$ cat src/rtl/square_freq_detector.sv
// Measures samples between hysteretic rising zero-crossings and derives floor(2^32/period) with a serial divider.
// Result appears 35 clocks after the edge step; no backpressure, an edge during a division parks in a last-wins pending slot.
module square_freq_detector #(
  parameter int unsigned PERIOD_W = 20,
  parameter logic [30:0] HYST     = 31'd0
) (
  input  logic                clk_in,
  input  logic                rst_in,
  input  logic                step_in,
  input  logic signed [31:0]  sample_in,
  output logic [PERIOD_W-1:0] period_out,
  output logic [31:0]         phase_incr_out,
  output logic                valid_out,
  output logic                no_signal_out,
  output logic                busy_out
);

  localparam logic signed [31:0]  L_HYST_POS = $signed({1'b0, HYST});
  localparam logic signed [31:0]  L_HYST_NEG = -L_HYST_POS;
  localparam logic [PERIOD_W-1:0] L_CNT_MAX  = {PERIOD_W{1'b1}};
  localparam logic [32:0]         L_DIVIDEND = 33'h1_0000_0000;

  typedef enum logic {WAIT_FIRST, MEASURE} meas_state_t;
  typedef enum logic [1:0] {DIV_IDLE, DIV_RUN, DIV_DONE} div_state_t;

  meas_state_t         r_meas_state;
  meas_state_t         w_meas_next;
  logic [PERIOD_W-1:0] r_cnt;
  logic [PERIOD_W-1:0] w_cnt_next;
  logic [PERIOD_W-1:0] w_cnt_inc;
  logic                r_armed;
  logic                w_below;
  logic                w_above;
  logic                w_edge;
  logic                w_req;
  logic                w_sat;

  logic                r_pend_vld;
  logic [PERIOD_W-1:0] r_pend_period;

  div_state_t          r_div_state;
  div_state_t          w_div_next;
  logic                w_load;
  logic                w_fin;
  logic [32:0]         r_dvd;
  logic [PERIOD_W-1:0] r_dvs;
  logic [PERIOD_W:0]   r_rem;
  logic [5:0]          r_bit;
  logic [PERIOD_W+1:0] w_rem_shift;
  logic [PERIOD_W+1:0] w_rem_sub;
  logic [PERIOD_W:0]   w_rem_next;
  logic                w_qbit;
  logic [31:0]         w_quo_final;

  assign w_below   = sample_in < L_HYST_NEG;
  assign w_above   = sample_in >= L_HYST_POS;
  assign w_edge    = step_in && r_armed && w_above;
  assign w_cnt_inc = r_cnt + 1'b1;

  always_comb begin
    w_meas_next = r_meas_state;
    w_cnt_next  = r_cnt;
    w_req       = 1'b0;
    w_sat       = 1'b0;
    if (step_in) begin
      case (r_meas_state)
        WAIT_FIRST: begin
          if (w_edge) begin
            w_cnt_next  = {{(PERIOD_W-1){1'b0}}, 1'b1};
            w_meas_next = MEASURE;
          end
        end
        MEASURE: begin
          if (w_edge) begin
            w_req      = 1'b1;
            w_cnt_next = {{(PERIOD_W-1){1'b0}}, 1'b1};
          end else if (w_cnt_inc == L_CNT_MAX) begin
            w_cnt_next  = L_CNT_MAX;
            w_sat       = 1'b1;
            w_meas_next = WAIT_FIRST;
          end else begin
            w_cnt_next = w_cnt_inc;
          end
        end
        default: w_meas_next = WAIT_FIRST;
      endcase
    end
  end

  always_ff @(posedge clk_in) begin
    if (rst_in) begin
      r_meas_state <= WAIT_FIRST;
      r_cnt        <= '0;
      r_armed      <= 1'b0;
    end else begin
      r_meas_state <= w_meas_next;
      r_cnt        <= w_cnt_next;
      if (step_in) begin
        if (w_edge)       r_armed <= 1'b0;
        else if (w_below) r_armed <= 1'b1;
      end
    end
  end

  // Restoring step: the borrow of the trial subtraction is the inverted quotient bit.
  assign w_rem_shift = {r_rem, r_dvd[32]};
  assign w_rem_sub   = w_rem_shift - {2'b00, r_dvs};
  assign w_qbit      = ~w_rem_sub[PERIOD_W+1];
  assign w_rem_next  = w_qbit ? w_rem_sub[PERIOD_W:0] : w_rem_shift[PERIOD_W:0];
  assign w_quo_final = {r_dvd[30:0], w_qbit};

  always_comb begin
    w_div_next = r_div_state;
    w_load     = 1'b0;
    w_fin      = 1'b0;
    case (r_div_state)
      DIV_IDLE: begin
        if (r_pend_vld) begin
          w_load     = 1'b1;
          w_div_next = DIV_RUN;
        end
      end
      DIV_RUN: begin
        if (r_bit == 6'd32) begin
          w_fin      = 1'b1;
          w_div_next = DIV_DONE;
        end
      end
      DIV_DONE: w_div_next = DIV_IDLE;
      default:  w_div_next = DIV_IDLE;
    endcase
  end

  assign busy_out = (r_div_state == DIV_RUN);

  always_ff @(posedge clk_in) begin
    if (rst_in) begin
      r_div_state    <= DIV_IDLE;
      r_pend_vld     <= 1'b0;
      r_pend_period  <= '0;
      r_dvd          <= '0;
      r_dvs          <= '0;
      r_rem          <= '0;
      r_bit          <= '0;
      period_out     <= '0;
      phase_incr_out <= '0;
      valid_out      <= 1'b0;
      no_signal_out  <= 1'b1;
    end else begin
      r_div_state <= w_div_next;
      // A new edge wins over a same-cycle load so the freshest period is never lost.
      if (w_req) begin
        r_pend_vld    <= 1'b1;
        r_pend_period <= r_cnt;
      end else if (w_load) begin
        r_pend_vld <= 1'b0;
      end
      if (w_load) begin
        r_dvd <= L_DIVIDEND;
        r_dvs <= r_pend_period;
        r_rem <= '0;
        r_bit <= '0;
      end else if (r_div_state == DIV_RUN) begin
        r_dvd <= {r_dvd[31:0], w_qbit};
        r_rem <= w_rem_next;
        r_bit <= r_bit + 6'd1;
      end
      valid_out <= w_fin;
      if (w_fin) begin
        period_out     <= r_dvs;
        phase_incr_out <= w_quo_final;
      end
      if (w_sat)      no_signal_out <= 1'b1;
      else if (w_fin) no_signal_out <= 1'b0;
    end
  end

endmodule

$ cat config.mk
export PLATFORM = sky130hd
export DESIGN_NAME = square_freq_detector
export DESIGN_NICKNAME = d
export VERILOG_FILES = /design/src/rtl/square_freq_detector.sv
export SDC_FILE = /design/constraint.sdc
export NUM_CORES = 1
export LEC_CHECK = 0
export ABC_CLOCK_PERIOD_IN_PS = 4700
export CORE_AREA = 2 2 151 190
export CTS_BUF_LIST = sky130_fd_sc_hd__clkbuf_4 sky130_fd_sc_hd__clkbuf_8
export DETAILED_ROUTE_END_ITERATION = 8
export DIE_AREA = 0 0 153 192
export GPL_TIMING_DRIVEN = 0
export PLACE_DENSITY_LB_ADDON = 0.08
export SYNTH_ARGS = -nofsm -noshare
export SYNTH_HDL_FRONTEND = slang
export SYNTH_SLANG_ARGS = --single-unit
$ cat constraint.sdc
create_clock -name clk_in -period 4.7 [get_ports clk_in]
set_clock_uncertainty 0.15 [all_clocks]
set_input_delay 0.47 -clock clk_in [delete_from_list [all_inputs] [get_ports clk_in]]
set_output_delay 0.47 -clock clk_in [all_outputs]
set_load 0.03 [all_outputs]
==> impl_metrics.toml, run 1 <==
[setup_path]
worstPathBufferInverterCount = 5
r2r-end = "r_rem[19]"
criticalPathCategory = "reg -> out"
crit_slowest_cell = "clkdlybuf4s50_1"
cp.arrival_ns = 3.06
reg2regPathDepth = 11
cp_common_cell = "clkbuf_1"
timing.critical_path.required_ns = 4.08
path_cells = "nand2b_1 -> clkbuf_1 -> inv_1 -> clkbuf_1 -> clkbuf_1 -> clkdlybuf4s50_1"
setup.worst_path.start_class = "flop"
rr_startpoint = "r_dvs[4]"
timing.critical_path.max_delay_family = "buffers and inverters"
worst-path-max-fanout = 10
end_kind = "output port"
crit_path_max_incr_delay_ns = 0.78
r2r_slack_ns = 1.49

[synth]
ys_seq_area_share_pct = 44.1
synthTopCellsByCount = "nand2_1 (290), a21oi_1 (179), dfxtp_1 (179), nor2_1 (57), clkbuf_1 (55)"
synthesis.area_sq_um = 8130
ys_seq_elements = 179
avgSynthCellArea_sq_um = 7.73
synthFlopType = "dfxtp_1"
async_s_r_ff_share_synth_pct = 0
net_count_after_synthesis = 1112
synth.top_cell.area_share_pct = 44.1
yosysTopAreaCell = "dfxtp_1"
synth.distinct_cells = 59
yosys_warnings = 0
most_numerous_cell_in_the_yosys_netlist = "nand2_1"
synth_area_leaders = "dfxtp_1 (44%), nand2_1 (13%), a21oi_1 (11%)"
syn-instance-count = 1052
synth-edff-count = 0

[global_routing]
wire_length_of_the_first_global_routing_pass_um = 37100
grt_start_max_net_pins = 19
antenna_violations_before_repair = 0
grt_pass1_vias = 7092
use_met3_pct = 2.62
total_global_routing_overflow = 0
gr-usage-all-layers_pct = 15.9
grt_most_used_layer = "met2"
grt_use_met1_pct = 18.0
grt_util_met2_pct = 30.2

[timing]
fmax_mhz = 271
worst_slew_pin_slew_ns = 0.849
layout_min_cycle_time_ns = 3.68
tns_ns = 0
timing.max_slew.rel_slack_pct = 43.2
slew_viol_final = 0
layout_worst_path_cycle_share_pct = 78.4
report.final.hold_viol_count = 0
timing.hold.ws_ns = 0.232
setup_viol = 0
rsz_0062_raised_after_global_routing = "no"

[flow_run]
maxCapViolations = 0

[placement]
globalplace.congestion = 0.798
hpwl_um = 17200
numPortBuffers = 57

[clock_tree]
cts-htree-levels = 4
postCtsResizedCells = 0
cts-buffers-inserted = 17
clock-sinks = 179
worst_skew_pair.late_latency_ns = 0.48
post-cts-setup-buffers = 0
clock_tree_buf_depth = 2
cts.hold.buffers_added = 0
cts_tree = "yes"
clock_root_buffer = "clkbuf_8"
clk_pin_slew_worst_paths_ns = 0.11

[finish]
final_net_count = 1188
layout-drive-gt1-share_pct = 4.82
syn_to_final_growth_pct = 17.4
diodes = 0
num-fill-cells = 3014
final_core_util_pct = 34.7
final-seq-area_sq_um = 3580
area_of_the_multi_input_gates_sq_um = 4120

[worst_hold_path]
worst_hold_startpoint = "step_in"
min_to = "r_meas_state"
worst_hold_path.num_cells = 3
min-delay-path-class = "in -> reg"

[routing]
num_vias = 7184
detail_route.iter0.violations = 334
wl_um = 23100
post_drt_wl_per_cell_um = 15.5
drt-vias-per-instance = 4.82
detail-route-antenna-nets = 0
drt_pre_antenna_iters = 5
drc = 0

[floorplanning]
floorplan.rows = 68
top_level_ports = 90
coreArea_sq_um = 27500
die_height_um = 192
initial_utilization_pct = 29.6
fp.dieArea_sq_um = 29400
die_width_um = 153

[power]
max-vdd-ir-drop_mv = 0.184
total_power_divided_by_cell_area_nw_per_um2 = 282
p_leak_nw = 3.22

[outcome]
run_status = "complete, no violations"
kinds of logic (layout without fill, tap and decap cells):
group           after synthesis  count (layout)  share of synthesized area [%]
mux                          15              15                           1.85
buf+inv                     100             189                           5.31
xor+xnor                     25              25                           2.69
compound gates              285             285                           20.1
fa+ha+maj                    25              25                           3.94
simple gates                423             423                           22.0
flops                       179             179                           44.1
cells in the final DEF (no fill, tap or decap), types with 5 or more instances in the layout:
master           synthesis  layout
nand2_1                290     290
nand4_1                  6       6
nor3_1                   8       8
clkbuf_8                 1      18
clkbuf_1                55      55
nor2b_1                  8       8
and3_1                   9       9
a211oi_1                 8       8
o211ai_1                 8       8
xnor2_1                 15      15
dfxtp_1                179     179
a21o_1                   6       6
nand3_1                 19      19
nand2b_1                 9       9
ha_1                    24      24
a21oi_1                179     179
nor2_1                  57      57
xor2_1                  10      10
o21ai_0                 39      39
a31oi_1                  6       6
inv_1                   31      31
a311oi_1                 9       9
o21a_1                   5       5
clkdlybuf4s50_1          0      57
mux2i_1                 15      15
final cells by class:
| class | instances | share of cell area, % |
|---|---|---|
| buffer | 68 | 3.26 |
| clock buffer | 17 | 2.45 |
| clock inverter | 15 | 1.80 |
| inverter | 32 | 1.26 |
| multi-input combinational | 773 | 43.1 |
| sequential | 179 | 37.5 |
| tap | 350 | 4.59 |
| timing repair buffer | 57 | 5.98 |
through the flow:
| stage | instance area [sq um] | cells | power [W] | setup slack [ns] |
|---|---|---|---|---|
| 5_1_grt | 9550 | 1491 | 0.00281 | 0.829 |
| 2_1_floorplan | 8130 | 1052 | 0.00161 | 2.08 |
| 3_5_place_dp | 9140 | 1459 | 0.00164 | 1.48 |
| 4_1_cts | 9550 | 1491 | 0.00274 | 0.927 |
| 3_3_place_gp | 9140 | 1459 | 0.00164 | 1.48 |
| 6_report | 9550 | 1491 | 0.00269 | 1.02 |
layer usage:
metal	wire (um)	vias up
li1	-	3725
met1	9920	3333
met2	12100	96
met3	504	30
met4	527	0
met5	0	-
where the power goes:
part | switching [W] | total, W | internal, W
Combinational | 0.0000566 | 0.0000796 | 0.0000230
Sequential | 0.00000203 | 0.00152 | 0.00152
Clock | 0.000649 | 0.00109 | 0.000443
worst register-to-register path, stage by stage, from the launching register on:
cell	delay, ns
dfxtp_1	0.37
inv_1	0.08
ha_1	0.37
a21oi_1	0.17
nand2_1	0.07
a41o_1	0.26
a21oi_1	0.48
o21bai_1	0.26
a311oi_1	0.47
xnor2_1	0.17
mux2i_1	0.09
a211oi_1	0.21
worst max path at each step:
stage | start | end | cells after the start
2_1_floorplan | r_dvs[10] | r_rem[10] | 11
3_3_place_gp | r_div_state[1] | busy_out | 6
3_5_place_dp | r_dvs[4] | r_rem[19] | 11
4_1_cts | r_div_state[1] | busy_out | 6
5_1_grt | r_div_state[1] | busy_out | 6
6_report | r_div_state[1] | busy_out | 6
registers in the layout, indices dropped and copies added (netlist names):
signal          count
period_out         20
r_cnt              20
no_signal_out       1
r_bit               6
r_pend_period      20
r_dvs              20
r_dvd              33
r_pend_vld          1
r_rem              21
r_armed             1
valid_out           1
phase_incr_out     32
r_meas_state        1
r_div_state         2
No activity file was read; power rests on OpenSTA's default activity.
==> run 2, diff against run 1 <==
--- a/config.mk
+++ b/config.mk
@@ -5,7 +5,7 @@
 export SDC_FILE = /design/constraint.sdc
 export NUM_CORES = 1
 export LEC_CHECK = 0
-export ABC_CLOCK_PERIOD_IN_PS = 4700
+export ABC_CLOCK_PERIOD_IN_PS = 3560
 export CORE_AREA = 2 2 151 190
 export CTS_BUF_LIST = sky130_fd_sc_hd__clkbuf_4 sky130_fd_sc_hd__clkbuf_8
 export DETAILED_ROUTE_END_ITERATION = 8
==> constraint.sdc (replaced) <==
create_clock -name clk_in -period 3.56 [get_ports clk_in]
set_clock_uncertainty 0.15 [all_clocks]
set_input_delay 0.356 -clock clk_in [delete_from_list [all_inputs] [get_ports clk_in]]
set_output_delay 0.356 -clock clk_in [all_outputs]
set_load 0.03 [all_outputs]
==> impl_metrics.toml, run 2 (synthesis results as in run 1) <==
[clock_tree]
clock_root_buffer = "clkbuf_8"
cts.hold.buffers_added = 0
clock_tree_buf_depth = 2
cts_tree = "yes"
post-cts-setup-buffers = 0
worst_skew_pair.late_latency_ns = 0.48
clk_pin_slew_worst_paths_ns = 0.11
postCtsResizedCells = 1
cts-htree-levels = 4
clock-sinks = 179
cts-buffers-inserted = 17

[timing]
report.final.hold_viol_count = 0
layout_min_cycle_time_ns = 3.38
slew_viol_final = 0
timing.max_slew.rel_slack_pct = 43.2
layout_worst_path_cycle_share_pct = 94.9
rsz_0062_raised_after_global_routing = "no"
tns_ns = 0
worst_slew_pin_slew_ns = 0.849
fmax_mhz = 296
setup_viol = 0

[floorplanning]
initial_utilization_pct = 29.6
coreArea_sq_um = 27500
fp.dieArea_sq_um = 29400
die_width_um = 153
die_height_um = 192
top_level_ports = 90
floorplan.rows = 68

[finish]
final_net_count = 1188
reg_top3 = "r_dvd: 33 flops, phase_incr_out: 32 flops, r_rem: 21 flops"
num-fill-cells = 3014
mostFrequentLayoutCells = "nand2_1 (290), a21oi_1 (179), dfxtp_1 (179)"
top_register = "r_dvd"
largest_register_ff_count = 33
layout_commonest_cell = "nand2_1"
syn_to_final_growth_pct = 17.4
layout-drive-gt1-share_pct = 4.91
diodes = 0

[global_routing]
gr-usage-all-layers_pct = 15.9
wire_length_of_the_first_global_routing_pass_um = 37100
grt_pass1_vias = 7092
total_global_routing_overflow = 0
antenna_violations_before_repair = 0
grt_start_max_net_pins = 19

[routing]
detail_route.iter0.violations = 334
drt-vias-per-instance = 4.82
num_vias = 7185
top_layer_used = "met4"
route.met2.wl_um = 12100
post_drt_wl_per_cell_um = 15.5
met1_length_um = 9920
wl_um = 23100
drt_pre_antenna_iters = 5
drc = 0
detail-route-antenna-nets = 0
met3WireLength_um = 504

[power]
p_total_w = 0.00355
total_power_divided_by_cell_area_nw_per_um2 = 372
power.switching_fraction_pct = 26.3
power.share.clock_pct = 40.6
power.combinational.fraction_pct = 3.0
netSwitchingPower_w = 0.000935
p_leak_nw = 3.23
max-vdd-ir-drop_mv = 0.243
seq_power_share_pct = 56.5
cellInternalPower_w = 0.00262

[placement]
numPortBuffers = 57
globalplace.congestion = 0.798
hpwl_um = 17200

[worst_hold_path]
min-delay-path-class = "in -> reg"

[setup_path]
worst-path-max-fanout = 10
cp.arrival_ns = 2.87
setup.worst_path.start_class = "flop"
r2r_slack_ns = 0.35
end_kind = "output port"
timing.critical_path.required_ns = 3.05
criticalPathCategory = "reg -> out"

[outcome]
run_status = "complete, no violations"

[flow_run]
maxCapViolations = 0
run 2: cell count changes in the layout (fill, tap and decap cells not counted):
cell and change:
clkbuf_2 +1, clkbuf_1 -1
run 2: power groups by stage:
stage                     clock network [W]  registers (W)   logic, W
after floorplan                           0        0.00205  0.0000712
after global placement                    0        0.00205   0.000109
after detailed placement                  0        0.00205   0.000108
after CTS                           0.00151        0.00201   0.000108
after global routing                0.00158        0.00201   0.000117
final                               0.00144        0.00201   0.000105
run 2: area by class of cell:
cell class,instances,area [sq um],area share (%)
plain buffers,68,313,3.28
clock buffers,17,234,2.45
clock inverters,15,171,1.80
inverters,32,120,1.26
multi-input cells,773,4120,43.1
flip-flops and latches,179,3580,37.5
well taps,350,438,4.59
repair buffers,57,571,5.98
run 2: per-stage QoR:
stage               cells  hold slack [ns]  utilization, %  cell area, sq um  setup slack, ns
floorplan            1052            0.282               -              8130            0.940
global placement     1459            0.290            33.3              9140            0.385
detailed placement   1459            0.295            33.3              9140            0.335
CTS                  1491           0.0842            34.7              9550            0.112
global route         1491            0.133            34.7              9550           0.0165
finish               1491            0.117            34.7              9550            0.181
run 2: routing by layer:
metal  GRT usage (%)  vias to the layer above
met5               0                        -
met4            5.63                        0
met3            2.62                       30
met2            30.2                       96
met1            18.0                     3334
li1                -                     3725
run 2: final timing paths:
check | cells after the start | startpoint | to
setup / recovery | 6 | r_div_state[1] | busy_out
hold / removal | 3 | step_in | r_meas_state
setup reg to reg | 11 | r_dvs[4] | r_rem[19]
hold reg to reg | 2 | r_pend_period[11] | r_dvs[11]
run 2: critical path: stages, from the launching register on:
cell	delay, ns
dfxtp_1	0.33
nand2b_1	0.17
clkbuf_1	0.21
inv_1	0.22
clkbuf_1	0.40
clkbuf_2	0.35
clkdlybuf4s50_1	0.72
